--- src/rtl/rider_sense_pkg.sv ---
// ---------------------------------------------------------------------------
// rider_sense_pkg
//   Shared widths, default weight thresholds, the settle-timer width and the
//   flag bundle used by rider_sense.
//   Optional feature macro: FAST_SIM_EN selects a short settle timer
//   (TMR_W=15, ~655 us at 50 MHz) instead of the real one (TMR_W=26, ~1.34 s).
// ---------------------------------------------------------------------------
package rider_sense_pkg;

  localparam int LD_W  = 12;  // load-cell reading width
  localparam int SUM_W = 13;  // left+right sum, never overflows

  localparam logic [LD_W-1:0] MIN_RIDER_WT_DEF  = 12'h200;
  localparam logic [LD_W-1:0] WT_HYSTERESIS_DEF = 12'h40;

`ifdef FAST_SIM_EN
  localparam int TMR_W = 15;
`else
  localparam int TMR_W = 26;
`endif

  typedef struct packed {
    logic sum_gt_min;
    logic sum_lt_min;
    logic diff_gt_eigth;
    logic diff_gt_15_16;
  } flags_t;

  // Power-up assumes nobody is standing on the platform.
  localparam flags_t FLAGS_RST = '{sum_gt_min: 1'b0, sum_lt_min: 1'b1,
                                   diff_gt_eigth: 1'b0, diff_gt_15_16: 1'b0};

  function automatic logic [LD_W-1:0] abs_diff(input logic [LD_W-1:0] a,
                                               input logic [LD_W-1:0] b);
    return (a >= b) ? (a - b) : (b - a);
  endfunction

endpackage

--- src/rtl/rider_sense_if.sv ---
// ---------------------------------------------------------------------------
// rider_sense_if
//   Load-cell sample bus into rider_sense and the weight/balance flags out.
//   master : A2D side / consumer (drives samples, reads flags)
//   slave  : rider_sense
//   Signals: lft_ld, rght_ld, ld_vld (sample + strobe);
//            sum_gt_min, sum_lt_min, diff_gt_eigth, diff_gt_15_16, flags_vld.
// ---------------------------------------------------------------------------
interface rider_sense_if;
  import rider_sense_pkg::*;

  logic [LD_W-1:0] lft_ld;
  logic [LD_W-1:0] rght_ld;
  logic            ld_vld;
  logic            sum_gt_min;
  logic            sum_lt_min;
  logic            diff_gt_eigth;
  logic            diff_gt_15_16;
  logic            flags_vld;

  modport master (
    output lft_ld, rght_ld, ld_vld,
    input  sum_gt_min, sum_lt_min, diff_gt_eigth, diff_gt_15_16, flags_vld
  );

  modport slave (
    input  lft_ld, rght_ld, ld_vld,
    output sum_gt_min, sum_lt_min, diff_gt_eigth, diff_gt_15_16, flags_vld
  );
endinterface

--- src/rtl/rider_tmr.sv ---
// ---------------------------------------------------------------------------
// rider_tmr
//   Saturating rider-settle counter. Counts up from 0 and parks at all-ones;
//   clr_tmr reloads 0 and wins over both increment and saturation.
//   Ports: clk, rst_n (sync, active-low), clr_tmr, tmr_full.
//   Width comes from TMR_W (FAST_SIM_EN selects the short simulation value).
// ---------------------------------------------------------------------------
module rider_tmr
  import rider_sense_pkg::*;
#(
  parameter int W = TMR_W
) (
  input  logic clk,
  input  logic rst_n,
  input  logic clr_tmr,
  output logic tmr_full
);

  logic [W-1:0] cnt_q, cnt_d;

  // NOTE: every always_comb output gets a default first so no latch is inferred.
  always_comb begin
    cnt_d = cnt_q;
    if (clr_tmr)     cnt_d = '0;
    else if (!(&cnt_q)) cnt_d = cnt_q + W'(1);
  end

  // NOTE: sequential state uses non-blocking assignments only.
  always_ff @(posedge clk) begin
    if (!rst_n) cnt_q <= '0;
    else        cnt_q <= cnt_d;
  end

  assign tmr_full = &cnt_q;

endmodule

--- src/rtl/rider_sense.sv ---
// ---------------------------------------------------------------------------
// rider_sense
//   Turns raw left/right load-cell readings into weight and balance flags for
//   the steering-enable state machine, and hosts the rider-settle timer.
//   Three-stage pipeline: capture -> sum/|diff| -> flags. Latency 2 edges,
//   full throughput, no backpressure. Flags hold between samples.
//   Ports:
//     clk, rst_n     : clock, synchronous active-low reset
//     ld_if (slave)  : lft_ld, rght_ld, ld_vld in; four flags + flags_vld out
//     clr_tmr        : clear settle timer
//     tmr_full       : settle timer expired (saturating)
//   Macro: FAST_SIM_EN shortens the settle timer for simulation.
// ---------------------------------------------------------------------------
module rider_sense
  import rider_sense_pkg::*;
#(
  parameter logic [LD_W-1:0] MIN_RIDER_WT  = MIN_RIDER_WT_DEF,
  parameter logic [LD_W-1:0] WT_HYSTERESIS = WT_HYSTERESIS_DEF
) (
  input  logic          clk,
  input  logic          rst_n,
  rider_sense_if.slave  ld_if,
  input  logic          clr_tmr,
  output logic          tmr_full
);

  // Thresholds in sum width; low threshold clamps at 0 so sum_lt_min can
  // never assert when the hysteresis exceeds the nominal weight.
  localparam logic [SUM_W-1:0] SUM_HI = {1'b0, MIN_RIDER_WT} + {1'b0, WT_HYSTERESIS};
  localparam logic [SUM_W-1:0] SUM_LO = (MIN_RIDER_WT >= WT_HYSTERESIS) ?
                                        {1'b0, MIN_RIDER_WT - WT_HYSTERESIS} : '0;

  // Stage 0: captured sample
  logic [LD_W-1:0]  lft_q, rght_q;
  logic             v0_q;
  // Stage 1: sum and magnitude of difference
  logic [SUM_W-1:0] sum_q, sum_d;
  logic [LD_W-1:0]  diff_q, diff_d;
  logic             v1_q;
  // Stage 2: flags
  flags_t           flags_q, flags_d;
  logic             flags_vld_q;

  always_comb begin
    sum_d  = {1'b0, lft_q} + {1'b0, rght_q};
    diff_d = abs_diff(lft_q, rght_q);
  end

  always_comb begin
    flags_d               = flags_q;
    flags_d.sum_gt_min    = sum_q > SUM_HI;
    flags_d.sum_lt_min    = sum_q < SUM_LO;
    flags_d.diff_gt_eigth = {1'b0, diff_q} > (sum_q >> 3);
    flags_d.diff_gt_15_16 = {1'b0, diff_q} > (sum_q - (sum_q >> 4));
  end

  // NOTE: datapath registers carry no reset; the valid bits alone decide
  // whether their contents are ever used.
  always_ff @(posedge clk) begin
    if (ld_if.ld_vld) begin
      lft_q  <= ld_if.lft_ld;
      rght_q <= ld_if.rght_ld;
    end
    sum_q  <= sum_d;
    diff_q <= diff_d;
  end

  // Control: valid bits and the flag outputs. Reset drops in-flight samples.
  always_ff @(posedge clk) begin
    if (!rst_n) begin
      v0_q        <= 1'b0;
      v1_q        <= 1'b0;
      flags_q     <= FLAGS_RST;
      flags_vld_q <= 1'b0;
    end else begin
      v0_q        <= ld_if.ld_vld;
      v1_q        <= v0_q;
      flags_vld_q <= v1_q;
      if (v1_q) flags_q <= flags_d;
    end
  end

  assign ld_if.sum_gt_min    = flags_q.sum_gt_min;
  assign ld_if.sum_lt_min    = flags_q.sum_lt_min;
  assign ld_if.diff_gt_eigth = flags_q.diff_gt_eigth;
  assign ld_if.diff_gt_15_16 = flags_q.diff_gt_15_16;
  assign ld_if.flags_vld     = flags_vld_q;

  rider_tmr #(.W(TMR_W)) u_tmr (
    .clk      (clk),
    .rst_n    (rst_n),
    .clr_tmr  (clr_tmr),
    .tmr_full (tmr_full)
  );

endmodule

--- src/flat_wrapper.sv ---
// flat-port wrapper written by rule: the top's interface ports become plain ports
module rider_sense_flat import rider_sense_pkg::*;
#(
  parameter logic [LD_W-1:0] MIN_RIDER_WT  = MIN_RIDER_WT_DEF,
  parameter logic [LD_W-1:0] WT_HYSTERESIS = WT_HYSTERESIS_DEF
)
  (clk, rst_n, clr_tmr, tmr_full, ld_if_lft_ld, ld_if_rght_ld, ld_if_ld_vld, ld_if_sum_gt_min, ld_if_sum_lt_min, ld_if_diff_gt_eigth, ld_if_diff_gt_15_16, ld_if_flags_vld);
  rider_sense_if ld_if_i ();
  input  logic clk;
  input  logic rst_n;
  input  logic clr_tmr;
  output logic tmr_full;
  input wire logic [$bits(ld_if_i.lft_ld)-1:0] ld_if_lft_ld;
  input wire logic [$bits(ld_if_i.rght_ld)-1:0] ld_if_rght_ld;
  input wire logic [$bits(ld_if_i.ld_vld)-1:0] ld_if_ld_vld;
  output wire logic [$bits(ld_if_i.sum_gt_min)-1:0] ld_if_sum_gt_min;
  output wire logic [$bits(ld_if_i.sum_lt_min)-1:0] ld_if_sum_lt_min;
  output wire logic [$bits(ld_if_i.diff_gt_eigth)-1:0] ld_if_diff_gt_eigth;
  output wire logic [$bits(ld_if_i.diff_gt_15_16)-1:0] ld_if_diff_gt_15_16;
  output wire logic [$bits(ld_if_i.flags_vld)-1:0] ld_if_flags_vld;
  assign ld_if_i.lft_ld = ld_if_lft_ld;
  assign ld_if_i.rght_ld = ld_if_rght_ld;
  assign ld_if_i.ld_vld = ld_if_ld_vld;
  assign ld_if_sum_gt_min = ld_if_i.sum_gt_min;
  assign ld_if_sum_lt_min = ld_if_i.sum_lt_min;
  assign ld_if_diff_gt_eigth = ld_if_i.diff_gt_eigth;
  assign ld_if_diff_gt_15_16 = ld_if_i.diff_gt_15_16;
  assign ld_if_flags_vld = ld_if_i.flags_vld;
  rider_sense #(.MIN_RIDER_WT(MIN_RIDER_WT), .WT_HYSTERESIS(WT_HYSTERESIS)) u_core (.clk(clk), .rst_n(rst_n), .ld_if(ld_if_i), .clr_tmr(clr_tmr), .tmr_full(tmr_full));
endmodule
--- config.mk ---
export PLATFORM = sky130hd
export DESIGN_NAME = rider_sense_flat
export DESIGN_NICKNAME = d
export VERILOG_FILES = /design/src/rtl/rider_sense_pkg.sv /design/src/rtl/rider_sense_if.sv /design/src/rtl/rider_tmr.sv /design/src/rtl/rider_sense.sv /design/src/flat_wrapper.sv
export SDC_FILE = /design/constraint.sdc
export NUM_CORES = 1
export LEC_CHECK = 0
export BUFFER_PORTS_ARGS = -buffer_cell sky130_fd_sc_hd__buf_4
export CAP_MARGIN = 20
export CORE_UTILIZATION = 45
export DETAILED_ROUTE_END_ITERATION = 10
export PLACE_DENSITY = 0.61
export SLEW_MARGIN = 15
export SYNTH_ARGS = -nofsm -noshare
export SYNTH_HDL_FRONTEND = slang
export SYNTH_SLANG_ARGS = --single-unit
--- constraint.sdc ---
create_clock -name clk -period 2.9 [get_ports clk]
set_input_delay 0.87 -clock clk [delete_from_list [all_inputs] [get_ports clk]]
set_output_delay 0.87 -clock clk [all_outputs]
set_load 0.1 [all_outputs]
==> key figures, run 1 <==
Logic synthesis
  – Share of synthesized area spent on multiplexers: 2.75%
  – Number of flops mapped to enable cells by yosys: 24
  – Cell types occupying the most area after synthesis: dfxtp_1, ha_1, edfxtp_1
  – Xor/xnor share of the synthesized area: 7.48%
  – Register bit total from synthesis: 81
  – Simple logic cell fraction of the synthesized area: 18.5%
  – Synth warnings: 0
  – Synth area leader: dfxtp_1
  – Async set-or-reset flop fraction in the synthesized netlist: 0%
  – Main combinational cell family by area after synthesis: simple AND/OR/NAND/NOR gates
  – Net count of the mapped netlist: 692
  – Post-synth top flop: dfxtp_1
  – Top-area cell type share of the netlist area: 20.7%
  – Seq/Total Area, Yosys: 33.8%
  – Post-Synth Adder-Cell Area: 16.7%
  – Synth Cell Area: 5510 um2
  – Post-synthesis compound-gate area fraction: 14.9%
  – Cells after Synth: 593
  – Distinct cell type count after synthesis: 68
  – Syn_area_per_cell: 9.29 um2

Timing
  – Slew headroom: 34.3%
  – Final-report hold violation count: 0
  – Worst Setup Slack, final: 90.5 ps
  – Hold Worst Slack: 430 ps
  – Final setup vio count: 0
  – Slew Limit Fails: 0
  – Worst clock skew: 8.05 ps
  – Final period utilization: 96.9%
  – RSZ-0062 raised after global routing: yes
  – Slew @ Worst Pin: 986 ps
  – Fmax achieved: 0.356 GHz
  – Clock period minus final worst setup slack: 2810 ps

Placed design
  – Routability cong.: 0.874
  – Final HPWL from detailed placement: 9.12 mm
  – Worst slack at placement: -88.4 ps
  – Count of buffers from port buffering: 33

Floorplan
  – Cell row count: 40
  – Core area: 12000 um2
  – Die X-Extent: 113 um
  – Num ports: 34
  – Die Area: 12700 um2
  – Initial standard-cell utilization of the core: 46.0%
  – Vert. Die Dim: 113 um

Clock network
  – Maximum clock insertion buffer count: 2
  – CTS tree: yes
  – Clock tree root driver cell: clkbuf_16
  – Hold buffer count at cts: 0
  – CTS clock-pin slew for the worst setup and hold paths: 60 ps
  – Number of H-tree branching levels: 3
  – Clock buffer count from CTS: 9
  – Source-to-sink clock delay at the later pin of the worst-skew pair: 350 ps
  – Sinks on Clock Net: 81

Power
  – Pwr Density: 810 nW/um2
  – Worst IR Drop VDD: 0.449 mV
  – Leakage: 2.79 nW

Min path
  – Classification of the worst-slack hold path: flip-flop to flip-flop
  – Hold path startpoint: u_core.v0_q

Routing
  – Detail Route met2 WL: 5.15 mm
  – Violation count after the first detailed-routing iteration: 211
  – Vias after detailed routing: 4307
  – Number of remaining DRC errors: 0
  – Average wire length per cell after detail routing: 14.5 um
  – Highest metal layer used by the detailed router: met4
  – Met1 WL: 5.73 mm
  – Drt via density: 5.40
  – Antenna violation net count after detailed routing: 0
  – Wire length reported by the detailed router: 11.5 mm
  – Number of iterations in the first detailed-routing pass: 4
  – Met3 wire length: 277 um

Layout
  – Number of nets in the layout: 745
  – Total inserted antenna cells: 0
  – Area overhead of the layout relative to synthesis: 16.5%
  – Proportion of layout cells with a drive suffix above 1: 18.3%
  – Commonest cells after routing, fill and taps aside: ha_1, buf_4, dfxtp_1
  – Most common cell after layout, fill and taps aside: ha_1

Setup path
  – WP data required: 3130 ps
  – Flop-to-flop setup slack: 90 ps
  – Worst Path Max Fanout: 3
  – CP Launch Type: flip-flop
  – Endpoint class of the critical path: flip-flop
  – Launching point of the worst reg2reg path: u_core.sum_q[0]
  – Arrival time worst endpoint: 3040 ps
  – Worst Setup SP: u_core.sum_q[0]
  – Startpoint-to-endpoint class of the critical path: flip-flop to flip-flop

Global routing
  – Number of global-route vias before repair: 4153
  – Antenna violations before repair: 0
  – Total track usage: 19.2%
  – Maximum number of pins on one net before global-route repair: 27
  – First-pass GRT wire length: 19.1 mm
  – Grt total ovfl: 0

Status
  – Result of the run: complete, no violations

Run
  – Number of max-cap violations: 0
-- report_power, final --
| group | switching (mW) | internal, mW |
|---|---|---|
| registers | 0.134 | 1.33 |
| clock network | 0.444 | 0.751 |
| logic | 1.35 | 1.18 |
-- stage by stage --
stage          instances  setup TNS [ps]  utilization [%]  total power, mW  cell area (um2)
2_1_floorplan        593               0                -             3.08             5510
3_3_place_gp         778           -11.9             50.2             3.73             6010
3_5_place_dp         778           -88.4             50.2             3.79             6010
4_1_cts              796               0             53.2             5.07             6360
5_1_grt              798           -86.8             53.7             5.59             6420
6_report             798               0             53.7             5.20             6420
-- kinds of logic (layout without fill, tap and decap cells) --
group | Yosys count | in the layout
and+or+nand+nor | 190 | 190
adders and majority gates | 71 | 71
xor gates and xnor gates | 47 | 47
DFF | 81 | 81
muxes | 15 | 15
AOI/OAI and AO/OA | 114 | 114
buffers and inverters | 75 | 133
-- path summary, 6_finish.rpt --
kind	cells past startpoint	to
worst min register to register	1	u_core.v1_q
worst min-delay path	1	u_core.v1_q
worst max register to register	15	u_core.ld_if.diff_gt_15_16
worst max-delay path	15	u_core.ld_if.diff_gt_15_16
-- repair_timing --
item / CTS / global route
endpoints found under the setup margin: 2 / 2
resized for setup: 8 / 16
buffers inserted: 2 / 2
pin swaps: 5 / 10
-- routing by layer --
layer	vias to the layer above	track usage, %
met5	-	0
met4	0	11.0
met3	26	3.46
met2	62	30.2
met1	2017	24.8
li1	2202	-
-- worst max-delay path, cell delays in order (launching register included) --
cell      delay, ps
dfxtp_2         320
inv_1            50
ha_2            190
fa_2            380
nor2b_2         140
o21ai_2          70
a21oi_2         170
o211a_1         230
nor2_1           90
a311oi_2        220
ha_1            290
o21a_1          170
o21ai_0         150
a21oi_1          60
o211ai_1         90
o22ai_1          90
-- sequential cells by signal, indices dropped and copies added, names as in the netlist, 11 cells and up --
signal	count
u_core.diff_q	11
u_core.u_tmr.cnt_q	26
u_core.rght_q	12
u_core.lft_q	12
u_core.sum_q	13
-- cell usage after synthesis, drive strengths merged, types with 5 or more instances --
cell	instances
inv	55
o21ai	23
buf	12
a2111oi	5
nand3	22
dfxtp	57
nand4	11
and4	8
and2	5
clkbuf	7
o31ai	5
or3	5
nand2b	10
nand2	24
nor2	48
xnor2	23
ha	67
and3	17
nor3	15
a21o	7
mux2i	14
nor2b	10
edfxtp	24
a31oi	7
xor2	24
a21oi	33
-- cell type report --
cell class              instances  area, um2
fillers                      1103       5540
multi-input cells             437       3370
flip-flops and latches         81       1860
repair buffers                 61        465
clock buffers                   9        225
inverters                      56        210
well taps                     147        184
clock inverters                 7       93.8
Power figures use the tool's default switching activity.
==> run 2, diff against run 1 <==
Settings changed: ABC_AREA from default to 1, ABC_CLOCK_PERIOD_IN_PS from default to 2900.
==> key figures, run 2 <==
Min path
  – Classification of the worst-slack hold path: flip-flop to flip-flop
  – Hold path startpoint: u_core.v0_q

Clock network
  – Clock tree root driver cell: clkbuf_16
  – CTS clock-pin slew for the worst setup and hold paths: 70 ps (about the same)
  – Number of H-tree branching levels: 3 (unchanged)
  – Clock buffer count from CTS: 9 (unchanged)
  – Hold buffer count at cts: 0 (unchanged)
  – Sinks on Clock Net: 81 (unchanged)
  – CTS tree: yes
  – Maximum clock insertion buffer count: 2 (unchanged)
  – Source-to-sink clock delay at the later pin of the worst-skew pair: 350 ps (about the same)

Power
  – Pwr Density: 731 nW/um2 (-9.7%)
  – Worst IR Drop VDD: 0.413 mV (-8.1%)
  – Leakage: 3.16 nW (+13%)

Routing
  – Drt via density: 5.07 (-6.1%)
  – Number of iterations in the first detailed-routing pass: 5 (+1)
  – Wire length reported by the detailed router: 12.8 mm (+11%)
  – Vias after detailed routing: 4878 (+13%)
  – Violation count after the first detailed-routing iteration: 274 (+30%)
  – Number of remaining DRC errors: 0 (unchanged)
  – Antenna violation net count after detailed routing: 0 (unchanged)
  – Average wire length per cell after detail routing: 13.3 um (-7.6%)

Logic synthesis
  – Net count of the mapped netlist: 845 (+22%)
  – Syn_area_per_cell: 7.57 um2 (-18%)
  – Top-count cell post-synth: nand2_1
  – Seq/Total Area, Yosys: 33.0% (-0.85 points)
  – Post-synth top flop: dfxtp_1
  – Cell types occupying the most area after synthesis: dfxtp_1, ha_1, edfxtp_1
  – Synth Cell Area: 5650 um2 (+2.6%)
  – Register bit total from synthesis: 81 (unchanged)
  – Synth area leader: dfxtp_1
  – Cells after Synth: 746 (+26%)
  – Synth warnings: 0 (unchanged)
  – Most numerous cell types in the synthesized netlist: nand2_1, inv_1, ha_1
  – Async set-or-reset flop fraction in the synthesized netlist: 0% (unchanged)
  – Distinct cell type count after synthesis: 43 (-37%)
  – Top-area cell type share of the netlist area: 20.2% (-0.52 points)
  – Number of flops mapped to enable cells by yosys: 24 (unchanged)

Timing
  – Clock period minus final worst setup slack: 2760 ps (-54.3 ps)
  – Worst clock skew: 9.88 ps (+1.83 ps)
  – Slew @ Worst Pin: 809 ps (-177 ps)
  – Worst Setup Slack, final: 145 ps (+54.3 ps)
  – Final period utilization: 95.0% (-1.9 points)
  – Slew headroom: 45.9% (+12 points)
  – Fmax achieved: 0.363 GHz (+2.0%)
  – Final setup vio count: 0 (unchanged)
  – Slew Limit Fails: 0 (unchanged)
  – Final-report hold violation count: 0 (unchanged)

Setup path
  – Arrival time worst endpoint: 1890 ps (-1150 ps)
  – Worst Path Max Fanout: 5 (+2)
  – Worst Setup SP: u_core.u_tmr.cnt_q[1]
  – WP data required: 2030 ps (-1100 ps)
  – Launching point of the worst reg2reg path: u_core.sum_q[6]
  – Startpoint-to-endpoint class of the critical path: flip-flop to primary output
  – Cell at the slowest stage of the critical path: dfxtp_1
  – Cells traversed along the worst timing path: ha_1 > nand3_1 > nor2_1 > nand4_1 > nor2_2 > buf_4
  – CP Launch Type: flip-flop
  – Stage delay of the slowest cell on the critical path: 380 ps (about the same)
  – Endpoint class of the critical path: primary output

Layout
  – Fillcell total: 1204 (+9.2%)
  – Number of nets in the layout: 888 (+19%)
  – Area of all placed cells without fillers: 6470 um2 (+0.84%)
  – Most common cell after layout, fill and taps aside: nand2_1
  – Register with the most flip-flops: u_core.u_tmr.cnt_q
  – Area overhead of the layout relative to synthesis: 14.6%
  – Area of the multi-input gates: 3290 um2 (-2.6%)
  – Max reg flops: 26 (unchanged)
  – Proportion of layout cells with a drive suffix above 1: 10.1% (-8.2 points)
  – Biggest registers after layout: u_core.u_tmr.cnt_q: 26 flops, u_core.sum_q: 13 flops
  – Sequential cell area: 1860 um2 (unchanged)
  – Layout Cells excl Fill: 962 (+21%)
  – Commonest cells after routing, fill and taps aside: nand2_1, inv_1, ha_1
  – Total inserted antenna cells: 0 (unchanged)
  – Final core area utilization: 53.4% (-0.22 points)

Global routing
  – Total track usage: 21.2% (+2.0 points)
  – Grt total ovfl: 0 (unchanged)
  – Antenna violations before repair: 0 (unchanged)
  – Maximum number of pins on one net before global-route repair: 26 (-3.7%)
  – First-pass GRT wire length: 21.6 mm (+13%)
  – Number of global-route vias before repair: 4671 (+12%)

Status
  – Result of the run: complete, no violations

Placed design
  – Number of placed instances with taps included: 944 (+21%)
  – Routability cong.: 0.960 (+9.8%)
  – Post-DP Area: 6110 um2 (+1.7%)
  – Count of buffers from port buffering: 33 (unchanged)
  – Worst slack at placement: -60.6 ps (+27.8 ps)
  – Final HPWL from detailed placement: 10.4 mm (+15%)

Floorplan
  – Cell row count: 40 (unchanged)
  – Die Area: 13000 um2 (+2.5%)
  – Core area: 12100 um2 (+1.3%)
  – Num ports: 34 (unchanged)
  – Vert. Die Dim: 114 um (+1.3%)
  – Initial standard-cell utilization of the core: 46.6% (+0.60 points)
  – Die X-Extent: 114 um (+1.3%)

Run
  – Number of max-cap violations: 0 (unchanged)
## run 2: logic make-up (layout without fill, tap and decap cells)
kind of cell,Yosys count,in the layout,synth area share [%]
mux,1,1,0.177
compound gates,103,103,10.1
fa+ha+maj,71,71,16.3
xor+xnor,48,48,7.44
simple gates,311,311,23.9
flops,81,81,33.0
buf+inv,131,179,9.15
## run 2: through the flow
step,hold slack [ps],power (mW),setup TNS [ps]
global route,448,5.17,-3.21
floorplan,390,2.94,0
global placement,395,3.41,0
CTS,414,4.72,0
detailed placement,398,3.47,-60.6
finish,412,4.73,0
## run 2: path summary, 6_finish.rpt
path | endpoint | slack, ps | cells after the start
max reg2reg | u_core.ld_if.diff_gt_15_16 | 240 | 19
max | tmr_full | 140 | 6
min | u_core.v1_q | 410 | 2
min reg2reg | u_core.v1_q | 410 | 2
## run 2: power breakdown
| part | switching [mW] | internal [mW] |
|---|---|---|
| Combinational | 1.22 | 0.831 |
| Clock | 0.488 | 0.737 |
| Sequential | 0.136 | 1.32 |
| Total | 1.84 | 2.89 |
## run 2: cell type report
class,count,area share (%)
clock buffers,10,3.87
clock inverters,6,1.18
inverters,118,6.86
multi-input cells,534,50.8
flip-flops and latches,81,28.8
well taps,168,3.25
repair buffers,45,5.22
## run 2: critical path: cells and delay by family (launching register included)
family	cells	cell delay, ps
AND/OR/NAND/NOR	4	560
flip-flops	1	380
adder cells (fa/ha/maj)	1	300
buffers and inverters	1	290
## run 2: repair_timing
action | in CTS | in global routing
endpoints found under the setup margin | 1 | 1
resized for setup | 1 | 8
setup buffers | 0 | 2
pin swaps | 0 | 4
## run 2: routing by layer
layer | vias up | track usage, % | wire (um)
met3 | 20 | 3.24 | 532
li1 | 2530 | - | -
met5 | - | 0 | 0
met4 | 0 | 8.14 | 257
met2 | 107 | 33.3 | 5430
met1 | 2221 | 29.4 | 6620
==> run 3, diff against run 2 <==
--- a/config.mk
+++ b/config.mk
@@ -6,8 +6,8 @@
 export NUM_CORES = 1
 export LEC_CHECK = 0
-export ABC_AREA = 1
 export ABC_CLOCK_PERIOD_IN_PS = 2900
 export BUFFER_PORTS_ARGS = -buffer_cell sky130_fd_sc_hd__buf_4
 export CAP_MARGIN = 20
+export CORE_MARGIN = 4
 export CORE_UTILIZATION = 45
 export DETAILED_ROUTE_END_ITERATION = 10
==> constraint.sdc (replaced) <==
create_clock -name clk -period 2.9 [get_ports clk]
set_input_delay 0.87 -clock clk [delete_from_list [all_inputs] [get_ports clk]]
set_output_delay 0.87 -clock clk [all_outputs]
set_load 0.02 [all_outputs]
==> key figures, run 3 (synthesis results as in run 1) <==
Routing
  – Violation count after the first detailed-routing iteration: 231 (-16%)
  – Highest metal layer used by the detailed router: met4
  – Wire length reported by the detailed router: 11.7 mm (-9.1%)
  – Antenna violation net count after detailed routing: 0 (unchanged)
  – Drt via density: 5.42 (+6.9%)
  – Number of remaining DRC errors: 0 (unchanged)
  – Average wire length per cell after detail routing: 14.7 um (+10%)
  – Number of iterations in the first detailed-routing pass: 5 (unchanged)
  – Met1 WL: 5.70 mm (-14%)
  – Vias after detailed routing: 4297 (-12%)
  – Met3 wire length: 471 um (-11%)
  – Detail Route met2 WL: 5.31 mm (-2.2%)

Power
  – Leakage: 2.77 nW (-12%)
  – Pwr Density: 803 nW/um2 (+9.8%)
  – Worst IR Drop VDD: 0.541 mV (+31%)

Clock network
  – Clock tree root driver cell: clkbuf_16
  – Source-to-sink clock delay at the later pin of the worst-skew pair: 340 ps (about the same)
  – CTS tree: yes
  – Clock buffer count from CTS: 9 (unchanged)
  – Sinks on Clock Net: 81 (unchanged)
  – Maximum clock insertion buffer count: 2 (unchanged)
  – CTS clock-pin slew for the worst setup and hold paths: 60 ps (about the same)
  – Number of H-tree branching levels: 3 (unchanged)

Global routing
  – Antenna violations before repair: 0 (unchanged)
  – Grt total ovfl: 0 (unchanged)
  – Total track usage: 17.1% (-4.1 points)
  – Maximum number of pins on one net before global-route repair: 26 (unchanged)
  – First-pass GRT wire length: 19.7 mm (-8.4%)
  – Number of global-route vias before repair: 4198 (-10%)

Layout
  – Register with the most flip-flops: u_core.u_tmr.cnt_q
  – Commonest cells after routing, fill and taps aside: ha_1, buf_4, dfxtp_1
  – Max reg flops: 26 (unchanged)
  – Proportion of layout cells with a drive suffix above 1: 18.4% (+8.3 points)
  – Final core area utilization: 53.3% (-0.13 points)
  – Number of nets in the layout: 741 (-17%)
  – Total inserted antenna cells: 0 (unchanged)
  – Most common cell after layout, fill and taps aside: ha_1
  – Biggest registers after layout: u_core.u_tmr.cnt_q: 26 flops, u_core.sum_q: 13 flops
  – Area overhead of the layout relative to synthesis: 16.3%

Setup path
  – Cells traversed along the worst timing path: inv_2 > ha_4 > fa_2 > nor2b_2 > o21ai_2 > a21oi_2 > o211a_1 > nor2_1 > a311oi_1 > ha_1 > o21a_1 > o21ai_1 > a21oi_1 > o211ai_1 > o22ai_1
  – Flop-to-flop setup slack: 130 ps (-110 ps)
  – Reg2Reg Capture Point: u_core.ld_if.diff_gt_15_16
  – Arrival time worst endpoint: 3000 ps (+1110 ps)
  – Startpoint-to-endpoint class of the critical path: flip-flop to flip-flop
  – Stage delay of the slowest cell on the critical path: 360 ps (-20 ps)
  – CP Launch Type: flip-flop
  – Cell type group with the largest total delay on the critical path: compound AO/OA/AOI/OAI gates
  – Endpoint class of the critical path: flip-flop
  – Cell at the slowest stage of the critical path: fa_2
  – Launching point of the worst reg2reg path: u_core.sum_q[0]
  – WP data required: 3120 ps (+1090 ps)
  – Number of buffer and inverter instances along the worst setup path: 1 (unchanged)
  – Worst Path Max Fanout: 3 (-2)
  – Worst r2r path cells: 15 (-4)

Timing
  – Worst clock skew: 6.84 ps (-3.04 ps)
  – Hold Worst Slack: 437 ps (+25.0 ps)
  – Slew headroom: 61.4% (+15 points)
  – Total negative slack: 0 ps (unchanged)
  – Slew @ Worst Pin: 580 ps (-229 ps)
  – RSZ-0062 raised after global routing: yes
  – Fmax achieved: 0.360 GHz (-0.68%)
  – Final-report hold violation count: 0 (unchanged)
  – Final setup vio count: 0 (unchanged)
  – Slew Limit Fails: 0 (unchanged)
  – Clock period minus final worst setup slack: 2770 ps (+18.9 ps)
  – Final period utilization: 95.7% (+0.65 points)

Placed design
  – Count of buffers from port buffering: 33 (unchanged)
  – Routability cong.: 0.893 (-7.0%)
  – Final HPWL from detailed placement: 9.34 mm (-11%)

Run
  – Number of max-cap violations: 0 (unchanged)

Floorplan
  – Num ports: 34 (unchanged)
  – Core area: 12000 um2 (-0.83%)
  – Die Area: 14100 um2 (+8.2%)
  – Vert. Die Dim: 119 um (+4.0%)
  – Die X-Extent: 119 um (+4.0%)
  – Initial standard-cell utilization of the core: 45.8% (-0.79 points)
  – Cell row count: 40 (unchanged)

Status
  – Result of the run: complete, no violations

Min path
  – Classification of the worst-slack hold path: flip-flop to flip-flop
  – Worst min-delay path endpoint: u_core.v1_q
  – Hold Path Cell Cnt: 1 (-1)
  – Hold path startpoint: u_core.v0_q
run 3: how the worst max path moves through the flow:
stage	from	endpoint	slack, ps	depth (start not counted)
after detailed placement	u_core.sum_q[0]	u_core.ld_if.diff_gt_15_16	-130	15
after CTS	u_core.sum_q[0]	u_core.ld_if.diff_gt_15_16	6	15
after floorplan	u_core.sum_q[11]	u_core.ld_if.diff_gt_15_16	30	12
after global routing	u_core.sum_q[12]	u_core.ld_if.diff_gt_15_16	-70	10
final	u_core.sum_q[0]	u_core.ld_if.diff_gt_15_16	130	15
after global placement	u_core.sum_q[5]	u_core.ld_if.diff_gt_15_16	-20	12
run 3: per-stage QoR:
stage / total power [mW] / instances / instance area (um2) / worst slack, ps
floorplan: 3.04 / 593 / 5510 / 32.7
global placement: 3.67 / 777 / 6000 / -15.2
detailed placement: 3.75 / 777 / 6000 / -133
CTS: 4.99 / 793 / 6330 / 6.10
global route: 5.53 / 793 / 6400 / -67.3
finish: 5.14 / 793 / 6400 / 126
run 3: timing repair:
| item | CTS | global route |
|---|---|---|
| buffers inserted | 1 | 0 |
| pin swaps | 4 | 14 |
| gates resized for setup | 6 | 24 |
| hold buffers | 0 | 0 |
| endpoints found under the setup margin | 1 | 2 |
| cloned | 0 | 0 |
run 3: per-layer routing:
layer  vias to the layer above  global-route usage [%]
met2                        87                    26.9
met3                        17                    3.83
met5                         -                       0
li1                       2202                       -
met4                         0                    5.65
met1                      1991                    23.2
run 3: report_power, final:
part | internal (mW) | leakage (nW) | switching [mW]
clock | 0.759 | 0.157 | 0.414
combinational | 1.17 | 1.91 | 1.33
sequential | 1.33 | 0.704 | 0.132
total | 3.26 | 2.77 | 1.88
run 3: area by class of cell:
type / instances / area, um2
inverters: 56 / 210
multi-input cells: 437 / 3400
clock buffers: 13 / 282
repair buffers: 57 / 428
clock inverters: 2 / 35.0
fillers: 1111 / 5610
flip-flops and latches: 81 / 1860
well taps: 147 / 184
